## src/rtl/rv32m_pkg.sv

```systemverilog
// Shared definitions for the rv32m multiply/divide front-end: funct3 codes,
// controller state encoding and RISC-V divide special-case constants.
package rv32m_pkg;

    localparam logic [2:0] F3_MUL    = 3'b000;
    localparam logic [2:0] F3_MULH   = 3'b001;
    localparam logic [2:0] F3_MULHSU = 3'b010;
    localparam logic [2:0] F3_MULHU  = 3'b011;
    localparam logic [2:0] F3_DIV    = 3'b100;
    localparam logic [2:0] F3_DIVU   = 3'b101;
    localparam logic [2:0] F3_REM    = 3'b110;
    localparam logic [2:0] F3_REMU   = 3'b111;

    localparam logic [31:0] DIV0_Q  = 32'hFFFF_FFFF;
    localparam logic [31:0] INT_MIN = 32'h8000_0000;

    typedef enum logic [2:0] {
        ST_IDLE  = 3'd0,
        ST_START = 3'd1,
        ST_WAIT  = 3'd2,
        ST_RESP  = 3'd3,
        ST_DRAIN = 3'd4
    } state_e;

endpackage

```

## src/rtl/rv32m_issue_if.sv

```systemverilog
// Request, response and rv32m-side signals of the issue controller.
// slave = the controller's view, master = the surrounding CPU/MDU view.
interface rv32m_issue_if;

    logic        req_valid;
    logic        req_ready;
    logic [31:0] req_a;
    logic [31:0] req_b;
    logic [2:0]  req_funct3;
    logic        resp_valid;
    logic        resp_ready;
    logic [31:0] resp_r;
    logic        resp_err;
    logic        mdu_start;
    logic [31:0] mdu_a;
    logic [31:0] mdu_b;
    logic [2:0]  mdu_m;
    logic        mdu_finish;
    logic [31:0] mdu_r;

    modport slave (
        input  req_valid, req_a, req_b, req_funct3, resp_ready, mdu_finish, mdu_r,
        output req_ready, resp_valid, resp_r, resp_err, mdu_start, mdu_a, mdu_b, mdu_m
    );

    modport master (
        output req_valid, req_a, req_b, req_funct3, resp_ready, mdu_finish, mdu_r,
        input  req_ready, resp_valid, resp_r, resp_err, mdu_start, mdu_a, mdu_b, mdu_m
    );

endinterface

```

## src/rtl/rv32m_special.sv

```systemverilog
// Combinational RISC-V divide special-case detector: divide-by-zero and
// signed overflow (INT_MIN / -1), with the architecturally defined result.
module rv32m_special
    import rv32m_pkg::*;
(
    input  logic [31:0] i_a,
    input  logic [31:0] i_b,
    input  logic [2:0]  i_funct3,
    output logic        o_hit,
    output logic [31:0] o_value
);

    logic w_is_div;
    logic w_is_rem;

    assign w_is_div = (i_funct3 == F3_DIV) || (i_funct3 == F3_DIVU);
    assign w_is_rem = (i_funct3 == F3_REM) || (i_funct3 == F3_REMU);

    // Divide-by-zero takes priority; overflow only applies to the signed forms
    always_comb begin
        o_hit   = 1'b0;
        o_value = 32'h0000_0000;
        if ((w_is_div || w_is_rem) && (i_b == 32'h0000_0000)) begin
            o_hit   = 1'b1;
            o_value = w_is_rem ? i_a : DIV0_Q;
        end else if (((i_funct3 == F3_DIV) || (i_funct3 == F3_REM)) &&
                     (i_a == INT_MIN) && (i_b == 32'hFFFF_FFFF)) begin
            o_hit   = 1'b1;
            o_value = (i_funct3 == F3_REM) ? 32'h0000_0000 : INT_MIN;
        end else begin
            o_hit   = 1'b0;
            o_value = 32'h0000_0000;
        end
    end

endmodule

```

## src/rtl/rv32m_issue.sv

```systemverilog
// Issue/response controller in front of rv32m: latches operands, starts the
// unit, waits (with timeout) for finish and returns the result downstream.
module rv32m_issue
    import rv32m_pkg::*;
#(
    parameter int TIMEOUT = 64,
    parameter int CNT_W   = 7
) (
    input  logic          clk,
    input  logic          rst_n,
    rv32m_issue_if.slave  io_bus
);

    state_e             r_state;
    state_e             w_next;
    logic [CNT_W-1:0]   r_cnt,        w_cnt_d;
    logic               r_abort,      w_abort_d;
    logic               r_req_ready,  w_req_ready_d;
    logic               r_resp_valid, w_resp_valid_d;
    logic [31:0]        r_resp_r,     w_resp_r_d;
    logic               r_resp_err,   w_resp_err_d;
    logic               r_mdu_start,  w_mdu_start_d;
    logic [31:0]        r_mdu_a,      w_mdu_a_d;
    logic [31:0]        r_mdu_b,      w_mdu_b_d;
    logic [2:0]         r_mdu_m,      w_mdu_m_d;
    logic               w_hit;
    logic [31:0]        w_value;
    logic               w_accept;
    logic               w_limit;

    rv32m_special u_special (
        .i_a      (io_bus.req_a),
        .i_b      (io_bus.req_b),
        .i_funct3 (io_bus.req_funct3),
        .o_hit    (w_hit),
        .o_value  (w_value)
    );

    assign w_accept = (r_state == ST_IDLE) && r_req_ready && io_bus.req_valid;
    assign w_limit  = (r_cnt == CNT_W'(TIMEOUT - 1));

    // State register plus all registered outputs
    always_ff @(posedge clk or negedge rst_n) begin
        if (!rst_n) begin
            r_state      <= ST_IDLE;
            r_cnt        <= '0;
            r_abort      <= 1'b0;
            r_req_ready  <= 1'b1;
            r_resp_valid <= 1'b0;
            r_resp_r     <= 32'h0000_0000;
            r_resp_err   <= 1'b0;
            r_mdu_start  <= 1'b0;
            r_mdu_a      <= 32'h0000_0000;
            r_mdu_b      <= 32'h0000_0000;
            r_mdu_m      <= 3'b000;
        end else begin
            r_state      <= w_next;
            r_cnt        <= w_cnt_d;
            r_abort      <= w_abort_d;
            r_req_ready  <= w_req_ready_d;
            r_resp_valid <= w_resp_valid_d;
            r_resp_r     <= w_resp_r_d;
            r_resp_err   <= w_resp_err_d;
            r_mdu_start  <= w_mdu_start_d;
            r_mdu_a      <= w_mdu_a_d;
            r_mdu_b      <= w_mdu_b_d;
            r_mdu_m      <= w_mdu_m_d;
        end
    end

    // Next-state decode; finish is checked before the timeout limit so it wins a tie
    always_comb begin
        w_next = r_state;
        case (r_state)
            ST_IDLE:  w_next = w_accept ? (w_hit ? ST_RESP : ST_START) : ST_IDLE;
            ST_START: w_next = ST_WAIT;
            ST_WAIT: begin
                if (io_bus.mdu_finish || w_limit) begin
                    w_next = ST_RESP;
                end else begin
                    w_next = ST_WAIT;
                end
            end
            ST_RESP: begin
                if (r_resp_valid && io_bus.resp_ready) begin
                    w_next = r_abort ? ST_DRAIN : ST_IDLE;
                end else begin
                    w_next = ST_RESP;
                end
            end
            ST_DRAIN: w_next = io_bus.mdu_finish ? ST_IDLE : ST_DRAIN;
            default:  w_next = ST_IDLE;
        endcase
    end

    // Next values for the datapath and handshake registers
    always_comb begin
        w_cnt_d        = r_cnt;
        w_abort_d      = r_abort;
        w_resp_r_d     = r_resp_r;
        w_resp_err_d   = r_resp_err;
        w_mdu_a_d      = r_mdu_a;
        w_mdu_b_d      = r_mdu_b;
        w_mdu_m_d      = r_mdu_m;
        w_req_ready_d  = (w_next == ST_IDLE);
        w_mdu_start_d  = (w_next == ST_START);
        // resp_valid rises one cycle after entering RESP and drops on the handoff edge
        w_resp_valid_d = (r_state == ST_RESP) && (w_next == ST_RESP);
        case (r_state)
            ST_IDLE: begin
                if (w_accept) begin
                    w_mdu_a_d = io_bus.req_a;
                    w_mdu_b_d = io_bus.req_b;
                    w_mdu_m_d = io_bus.req_funct3;
                    if (w_hit) begin
                        w_resp_r_d   = w_value;
                        w_resp_err_d = 1'b0;
                        w_abort_d    = 1'b0;
                    end else begin
                        w_resp_r_d   = r_resp_r;
                    end
                end else begin
                    w_mdu_a_d = r_mdu_a;
                end
            end
            ST_START: w_cnt_d = '0;
            ST_WAIT: begin
                w_cnt_d = r_cnt + CNT_W'(1);
                if (io_bus.mdu_finish) begin
                    w_resp_r_d   = io_bus.mdu_r;
                    w_resp_err_d = 1'b0;
                    w_abort_d    = 1'b0;
                end else if (w_limit) begin
                    w_resp_r_d   = 32'h0000_0000;
                    w_resp_err_d = 1'b1;
                    w_abort_d    = 1'b1;
                end else begin
                    w_resp_r_d   = r_resp_r;
                end
            end
            default: w_cnt_d = r_cnt;
        endcase
    end

    assign io_bus.req_ready  = r_req_ready;
    assign io_bus.resp_valid = r_resp_valid;
    assign io_bus.resp_r     = r_resp_r;
    assign io_bus.resp_err   = r_resp_err;
    assign io_bus.mdu_start  = r_mdu_start;
    assign io_bus.mdu_a      = r_mdu_a;
    assign io_bus.mdu_b      = r_mdu_b;
    assign io_bus.mdu_m      = r_mdu_m;

endmodule
```

## src/flat_wrapper.sv

```systemverilog
// flat-port wrapper written by rule: the top's interface ports become plain ports
module rv32m_issue_flat import rv32m_pkg::*;
#(
    parameter int TIMEOUT = 64,
    parameter int CNT_W   = 7
)
  (clk, rst_n, io_bus_req_valid, io_bus_req_a, io_bus_req_b, io_bus_req_funct3, io_bus_resp_ready, io_bus_mdu_finish, io_bus_mdu_r, io_bus_req_ready, io_bus_resp_valid, io_bus_resp_r, io_bus_resp_err, io_bus_mdu_start, io_bus_mdu_a, io_bus_mdu_b, io_bus_mdu_m);
  rv32m_issue_if io_bus_i ();
  input  logic clk;
  input  logic rst_n;
  input wire logic [$bits(io_bus_i.req_valid)-1:0] io_bus_req_valid;
  input wire logic [$bits(io_bus_i.req_a)-1:0] io_bus_req_a;
  input wire logic [$bits(io_bus_i.req_b)-1:0] io_bus_req_b;
  input wire logic [$bits(io_bus_i.req_funct3)-1:0] io_bus_req_funct3;
  input wire logic [$bits(io_bus_i.resp_ready)-1:0] io_bus_resp_ready;
  input wire logic [$bits(io_bus_i.mdu_finish)-1:0] io_bus_mdu_finish;
  input wire logic [$bits(io_bus_i.mdu_r)-1:0] io_bus_mdu_r;
  output wire logic [$bits(io_bus_i.req_ready)-1:0] io_bus_req_ready;
  output wire logic [$bits(io_bus_i.resp_valid)-1:0] io_bus_resp_valid;
  output wire logic [$bits(io_bus_i.resp_r)-1:0] io_bus_resp_r;
  output wire logic [$bits(io_bus_i.resp_err)-1:0] io_bus_resp_err;
  output wire logic [$bits(io_bus_i.mdu_start)-1:0] io_bus_mdu_start;
  output wire logic [$bits(io_bus_i.mdu_a)-1:0] io_bus_mdu_a;
  output wire logic [$bits(io_bus_i.mdu_b)-1:0] io_bus_mdu_b;
  output wire logic [$bits(io_bus_i.mdu_m)-1:0] io_bus_mdu_m;
  assign io_bus_i.req_valid = io_bus_req_valid;
  assign io_bus_i.req_a = io_bus_req_a;
  assign io_bus_i.req_b = io_bus_req_b;
  assign io_bus_i.req_funct3 = io_bus_req_funct3;
  assign io_bus_i.resp_ready = io_bus_resp_ready;
  assign io_bus_i.mdu_finish = io_bus_mdu_finish;
  assign io_bus_i.mdu_r = io_bus_mdu_r;
  assign io_bus_req_ready = io_bus_i.req_ready;
  assign io_bus_resp_valid = io_bus_i.resp_valid;
  assign io_bus_resp_r = io_bus_i.resp_r;
  assign io_bus_resp_err = io_bus_i.resp_err;
  assign io_bus_mdu_start = io_bus_i.mdu_start;
  assign io_bus_mdu_a = io_bus_i.mdu_a;
  assign io_bus_mdu_b = io_bus_i.mdu_b;
  assign io_bus_mdu_m = io_bus_i.mdu_m;
  rv32m_issue #(.TIMEOUT(TIMEOUT), .CNT_W(CNT_W)) u_core (.clk(clk), .rst_n(rst_n), .io_bus(io_bus_i));
endmodule
```

## config.mk

```make
export PLATFORM = sky130hd
export DESIGN_NAME = rv32m_issue_flat
export DESIGN_NICKNAME = d
export VERILOG_FILES = /design/src/rtl/rv32m_pkg.sv /design/src/rtl/rv32m_issue_if.sv /design/src/rtl/rv32m_special.sv /design/src/rtl/rv32m_issue.sv /design/src/flat_wrapper.sv
export SDC_FILE = /design/constraint.sdc
export NUM_CORES = 1
export LEC_CHECK = 0
export CAP_MARGIN = 5
export CORE_MARGIN = 2
export CORE_UTILIZATION = 47
export DETAILED_ROUTE_END_ITERATION = 7
export PLACE_DENSITY = 0.83
export SYNTH_ARGS = -nofsm -noshare
export SYNTH_HDL_FRONTEND = slang
export SYNTH_SLANG_ARGS = --single-unit
```

## constraint.sdc

```tcl
create_clock -name clk -period 4.65 [get_ports clk]
set_input_delay 0.465 -clock clk [delete_from_list [all_inputs] [get_ports clk]]
set_output_delay 0.465 -clock clk [all_outputs]
set_load 0.05 [all_outputs]
```

* After elaboration in Yosys (flattened, before gate mapping) *
Cells that the tools add are included.

storage, ports and cells
  register bits = 113
  input port bits = 104
  output and inout bits = 103

cells by class
  add/sub/neg operators = 1
  equality and inequality tests = 16
  muxes and demuxes = 24
  reduce and logical (&&, ||, !) cells = 19

operators by type and width
  cell                                                                   number
  32-bit 2-to-1 mux                                                      8
  32-bit equality test, second input constant                            2
  32-bit case mux with 2 select lines                                    1
  32-bit zero test                                                       1
  3-bit equality test, second input constant                             5
  3-bit case mux with 5 select lines                                     1
  7-bit case mux with 2 select lines                                     1
  3-bit 2-to-1 mux                                                       4
  3-bit by 2-bit equality test with 1-bit output, second input constant  3
  7-bit by 1-bit adder with 7-bit output, second input constant          1
  7-bit by 6-bit equality test with 1-bit output, second input constant  1
  1-bit logical AND                                                      7
  1-bit 2-to-1 mux                                                       7
  3-bit by 1-bit equality test with 1-bit output, second input constant  2
  3-bit zero test                                                        2
  1-bit logical OR                                                       5
  2-bit by 1-bit != test with 1-bit output, second input constant        2
  4-bit AND reduction                                                    1
  2-bit nonzero test                                                     2
  3-bit by 2-bit != test with 1-bit output, second input constant        1
  2-bit 2-to-1 mux                                                       1
  1-bit case mux with 2 select lines                                     1
  2-bit AND reduction                                                    1

* Logic depth before layout (Yosys ltp) *
  depth after elaboration = 11
  gate-level depth with buffers = 7
  depth with buffers taken out = 6

* By module *
Synthesis repeated with hierarchy kept, for this count alone.

unflattened totals
  cell total of the unflattened synthesis = 431
  area, all modules = 5325.1 um2

modules (own cells, without submodules)
  module         times used  cells each  area each (um2)  seq. area each (um2)
  rv32m_issue    1           353         4792.1           2829.0
  rv32m_special  1           78          533.0            0.0

* Worst setup path after synthesis *
No wires, ideal clock.

  path type = input to register
  start = in io_bus_req_a[2]
  end = reg u_core.r_resp_r[10] (netlist: u_core.io_bus.resp_r[10])
  library setup time = 0.125 ns
  arrival time = 2.032 ns
  setup slack = 2.493 ns
  cell stages on the path = 7
  buffers on the path = 1
  path through = nor4b_1 nand4_1 nor4_1 a31oi_1 a21oi_4 buf_6 mux2_2

between the ends
  cells in the longest elaborated chain, start to end = 8

RTL lines
  element                              RTL line             RTL
  start: declaration                   flat_wrapper.sv:12   input wire logic [$bits(io_bus_i.req_a)-1:0] io_bus_req_a;
  32-bit equality test (*)             rv32m_special.sv:27  (i_a == INT_MIN) && (i_b == 32'hFFFF_FFFF)) begin
  1-bit logical AND (*)                rv32m_special.sv:26  end else if (((i_funct3 == F3_DIV) || (i_funct3 == F3_REM)) &&
  1-bit logical AND (*)                rv32m_special.sv:27
  32-bit 2-to-1 mux                    rv32m_special.sv:26
  32-bit 2-to-1 mux                    rv32m_special.sv:23  if ((w_is_div || w_is_rem) && (i_b == 32'h0000_0000)) begin
  32-bit 2-to-1 mux                    rv32m_issue.sv:115   if (w_hit) begin
  32-bit 2-to-1 mux                    rv32m_issue.sv:111   if (w_accept) begin
  32-bit case mux with 2 select lines  rv32m_issue.sv:109   case (r_state)
  end signal: assignment               rv32m_issue.sv:62    r_resp_r <= w_resp_r_d;
  end: declaration                     rv32m_issue.sv:20    logic [31:0] r_resp_r, w_resp_r_d;

Mark *: on every way between the ends. The rest lies on a longest branch, timed or not. The select of a mux whose other input is x is not followed.
A chain may end at the register's enable or synchronous reset.

* Final worst setup path *
  start = in io_bus_req_a[2]
  end = reg u_core.r_resp_r[20] (netlist: u_core.io_bus.resp_r[20])

The elaborated chain is that of the path after synthesis.

==> summary.txt <==
Status
  – Status: finished, final reports clean

Setup path
  – Critical R2R Launch: u_core.r_state[0]$_DFF_PN0_
  – Startpoint types: input pin
  – Cell-by-cell trace of the critical path: clkdlybuf4s50_1 > nor4b_1 > nand4_1 > nor4_1 > a31oi_1 > a21oi_4 > buf_4 > mux2_2
  – Critical path type: in -> reg
  – Setup slack, reg-to-reg: around 1.9 ns
  – Critical path arrival: between 3 and 4 ns
  – Worst path slowest cell: nor4b_1
  – R2R Path End: u_core.io_bus.resp_r[20]$_DFFE_PN0P_
  – CP max FO: 33
  – Buf+Inv Stages, Crit Path: 2
  – Max incr delay on CP: approximately 0.6 ns
  – Type of element capturing the critical path: flip-flop
  – CP top delay family: simple AND/OR/NAND/NOR gates
  – R2r worst-path depth: 6
  – Req. time, crit path: around 5 ns

Power and ir drop
  – Power share of the combinational group: between 50% and 60%
  – PD cells: just under 800 nW/um2
  – P_sw: between 2 and 3 mW
  – Static leakage: 3.26 nW
  – Cell-internal power: approximately 3.4 mW
  – VDD IR max: 0.517 mV
  – Net Sw Frac: 45.9%
  – Reg power frac: between 20% and 30%
  – Clock network power share: roughly a fifth

Floorplan
  – DIE AREA: ~12,000 um2
  – Die width: between 100 and 150 um
  – Core area: approximately 11,000 um2
  – Initial Util: roughly half
  – # rows: 38
  – Die Height: roughly 110 um
  – Io pins: between 200 and 250

GRT
  – Total global routing overflow: 0
  – Initial antenna violation count: 0
  – Largest net degree at the start of global routing: ~80
  – Global-route wire length before repair: approximately 27 mm
  – All-Layer GR Usage: roughly 30%
  – Vias in the first global route: roughly 5,000

Timing
  – Final hold slack: 0.0945 ns
  – Slew Limit Fails: 0
  – Worst slew pin tran: about 1.1 ns
  – Unrepaired setup endpoints after global routing: no
  – Final Skew: between 0.01 and 0.015 ns
  – Period utilisation layout: ~63%
  – Fin worst setup slack: 1.72 ns
  – Final Hold Viols: 0
  – Max Fclk: between 300 and 400 MHz
  – Final setup vio count: 0
  – Total Neg Setup Slack: 0 ns
  – Minimum clock period after layout: just under 3 ns
  – Slew Limit Headroom: 28.7%

CTS
  – Postcts setup bufs: 0
  – H-tree levels: 4
  – PostCTS Resize Cnt: 0
  – Worst skew pair latency: roughly 0.52 ns
  – Max clock buf depth: 2
  – Number of CTS-inserted buffers: 17
  – Clk slew on worst S/H paths: about 0.05 ns
  – CTS sink count: 113
  – Hold-fix buffers at CTS: 0
  – Clk root buf: clkbuf_8
  – CTS tree: done

Synthesis
  – Top post-synthesis cells by area: dfrtp_1, mux2_2, o21ai_0, nand3_1, nor4_1
  – Commonest cells post-synth: dfrtp_1, mux2_2, o21ai_0
  – Syn. warnings: 0
  – Most common cell in the netlist: dfrtp_1
  – Post-Syn Nets: 555
  – Register area share after synthesis: about 54%
  – Avg Synthesized Cell Area: roughly 12 um2
  – Top-area cell type share of the netlist area: between 50% and 60%
  – #FFs+latches synth: 113
  – Post-synth top area cell: dfrtp_1
  – Post-synthesis cell area: 5280 um2
  – Post-synth cell types: between 40 and 50
  – Synthesized netlist cell count: 450
  – Post-synth EDFFs: 0
  – Async S/R FF share, synth: between 90% and 100%
  – Synth Flop Type: dfrtp_1

Final layout
  – # fillers: about 780
  – Area delta synth->final: 51.6%
  – Non-filler instance count after layout: just over 800
  – Layout Utilization: about 73%
  – Ratio of cells with drive above 1 in the final layout: a little over a fifth
  – ANT cells: 0
  – Net total in the final layout: roughly 760

Drt
  – Vias: roughly 4,800
  – Met3 WL: around 1.2 mm
  – Initial DRC count: 301
  – Uppermost routed layer: met4
  – Antenna Nets Post-Route: 0
  – Drt wl/cell: ~21 um
  – Residual DRC: 0
  – Pre-Repair DR Iteration Count: 5
  – Vias per inst: between 5 and 6
  – Met1 WL: ~6.9 mm
  – Met2 wire length: 8.35 mm
  – Final wirelength: 17.0 mm

Placement
  – Placed Instances: 775
  – IO Port Bufs: roughly 210
  – Routability cong.: 0.917
  – Worst slack, placed: between 1 and 1.5 ns
  – Hpwl dp: roughly 12 mm

Run
  – Max-Cap Viols: 0

Hold path
  – Worst hold path type: in -> async
## per-stage QoR
| stage | power (mW) | area [um2] |
|---|---|---|
| 4_1_cts | 6.32 | 8000 |
| 2_1_floorplan | 3.89 | 5280 |
| 5_1_grt | 6.55 | 8000 |
| 6_report | 6.30 | 8000 |
| 3_5_place_dp | 5.10 | 7460 |
| 3_3_place_gp | 5.03 | 7460 |
## worst register-to-register path, cell delays in order (launching register included)
cell and delay, ns:
dfrtp_1 0.46, nor3_1 0.72, and3_1 0.28, a21oi_1 0.12, a21oi_4 0.18, buf_4 0.41
mux2_2 0.42
## layout make-up
type | instances | area [um2] | share of cell area (%)
Clock buffer | 25 | 484 | 6.05
Clock inverter | 7 | 60.1 | 0.751
Inverter | 1 | 3.75 | 0.0469
Multi-Input combinational cell | 309 | 2340 | 29.3
Sequential cell | 113 | 2830 | 35.4
Tap cell | 140 | 175 | 2.19
Timing Repair Buffer | 212 | 2100 | 26.3
## registers in the layout (all words and copies together), names as in the netlist
register and cells:
u_core.io_bus.resp_valid 1, u_core.io_bus.mdu_a 32, u_core.io_bus.req_ready 1, u_core.io_bus.mdu_b 32, u_core.io_bus.mdu_m 3, u_core.r_cnt 7, u_core.io_bus.resp_r 32, u_core.r_state 3
u_core.io_bus.resp_err 1, u_core.io_bus.mdu_start 1
## power groups by stage
stage | Sequential, mW | Combinational (mW) | Clock [mW]
2_1_floorplan | 3.12 | 0.763 | 0
3_3_place_gp | 1.67 | 3.36 | 0
3_5_place_dp | 1.70 | 3.40 | 0
4_1_cts | 1.70 | 3.42 | 1.21
5_1_grt | 1.75 | 3.54 | 1.26
6_report | 1.70 | 3.41 | 1.19
## worst max-delay path by stage
| stage | startpoint | endpoint | slack [ns] | cells after the start |
|---|---|---|---|---|
| CTS | io_bus_req_a[2] | u_core.io_bus.resp_r[20]$_DFFE_PN0P_ | 1.85 | 8 |
| global route | io_bus_req_a[2] | u_core.io_bus.resp_r[6]$_DFFE_PN0P_ | 1.59 | 8 |
| detailed placement | io_bus_req_a[2] | u_core.io_bus.resp_r[20]$_DFFE_PN0P_ | 1.34 | 8 |
| floorplan | io_bus_req_a[2] | u_core.io_bus.resp_r[10]$_DFFE_PN0P_ | 2.49 | 7 |
| global placement | io_bus_req_b[14] | u_core.io_bus.resp_r[3]$_DFFE_PN0P_ | 1.47 | 8 |
| finish | io_bus_req_a[2] | u_core.io_bus.resp_r[20]$_DFFE_PN0P_ | 1.72 | 8 |
## layer usage
layer	vias up	GRT usage (%)
met5	-	0
li1	2122	-
met1	2367	38.2
met4	0	12.9
met2	258	48.2
met3	52	6.70
## kinds of logic (layout without fill, tap and decap cells)
group | count (synthesis) | count (layout) | share of synthesized area (%)
flops | 113 | 113 | 53.6
buf+inv | 28 | 245 | 2.44
compound gates | 89 | 89 | 9.36
simple gates | 119 | 119 | 13.1
xor+xnor | 1 | 1 | 0.166
mux | 99 | 99 | 21.1
fa+ha+maj | 1 | 1 | 0.237
## layout by cell type, fill, tap and decap left out, types with 2 or more instances in the layout
master and count:
dfrtp_1 112, nor3_1 5, a31oi_1 4, nand4_1 15
clkbuf_16 16, clkbuf_1 4, a21o_1 2, nand3_1 35
nor4b_1 4, clkdlybuf4s50_1 205, buf_4 7, nor2_1 8
and3_1 3, or4_1 2, mux2_2 99, a21oi_1 2
nand4b_1 2, o21ai_0 72, nor4_1 23, clkinv_2 6
nand2_1 9, or3_1 2, clkbuf_8 5
Power figures use the tool's default switching activity.
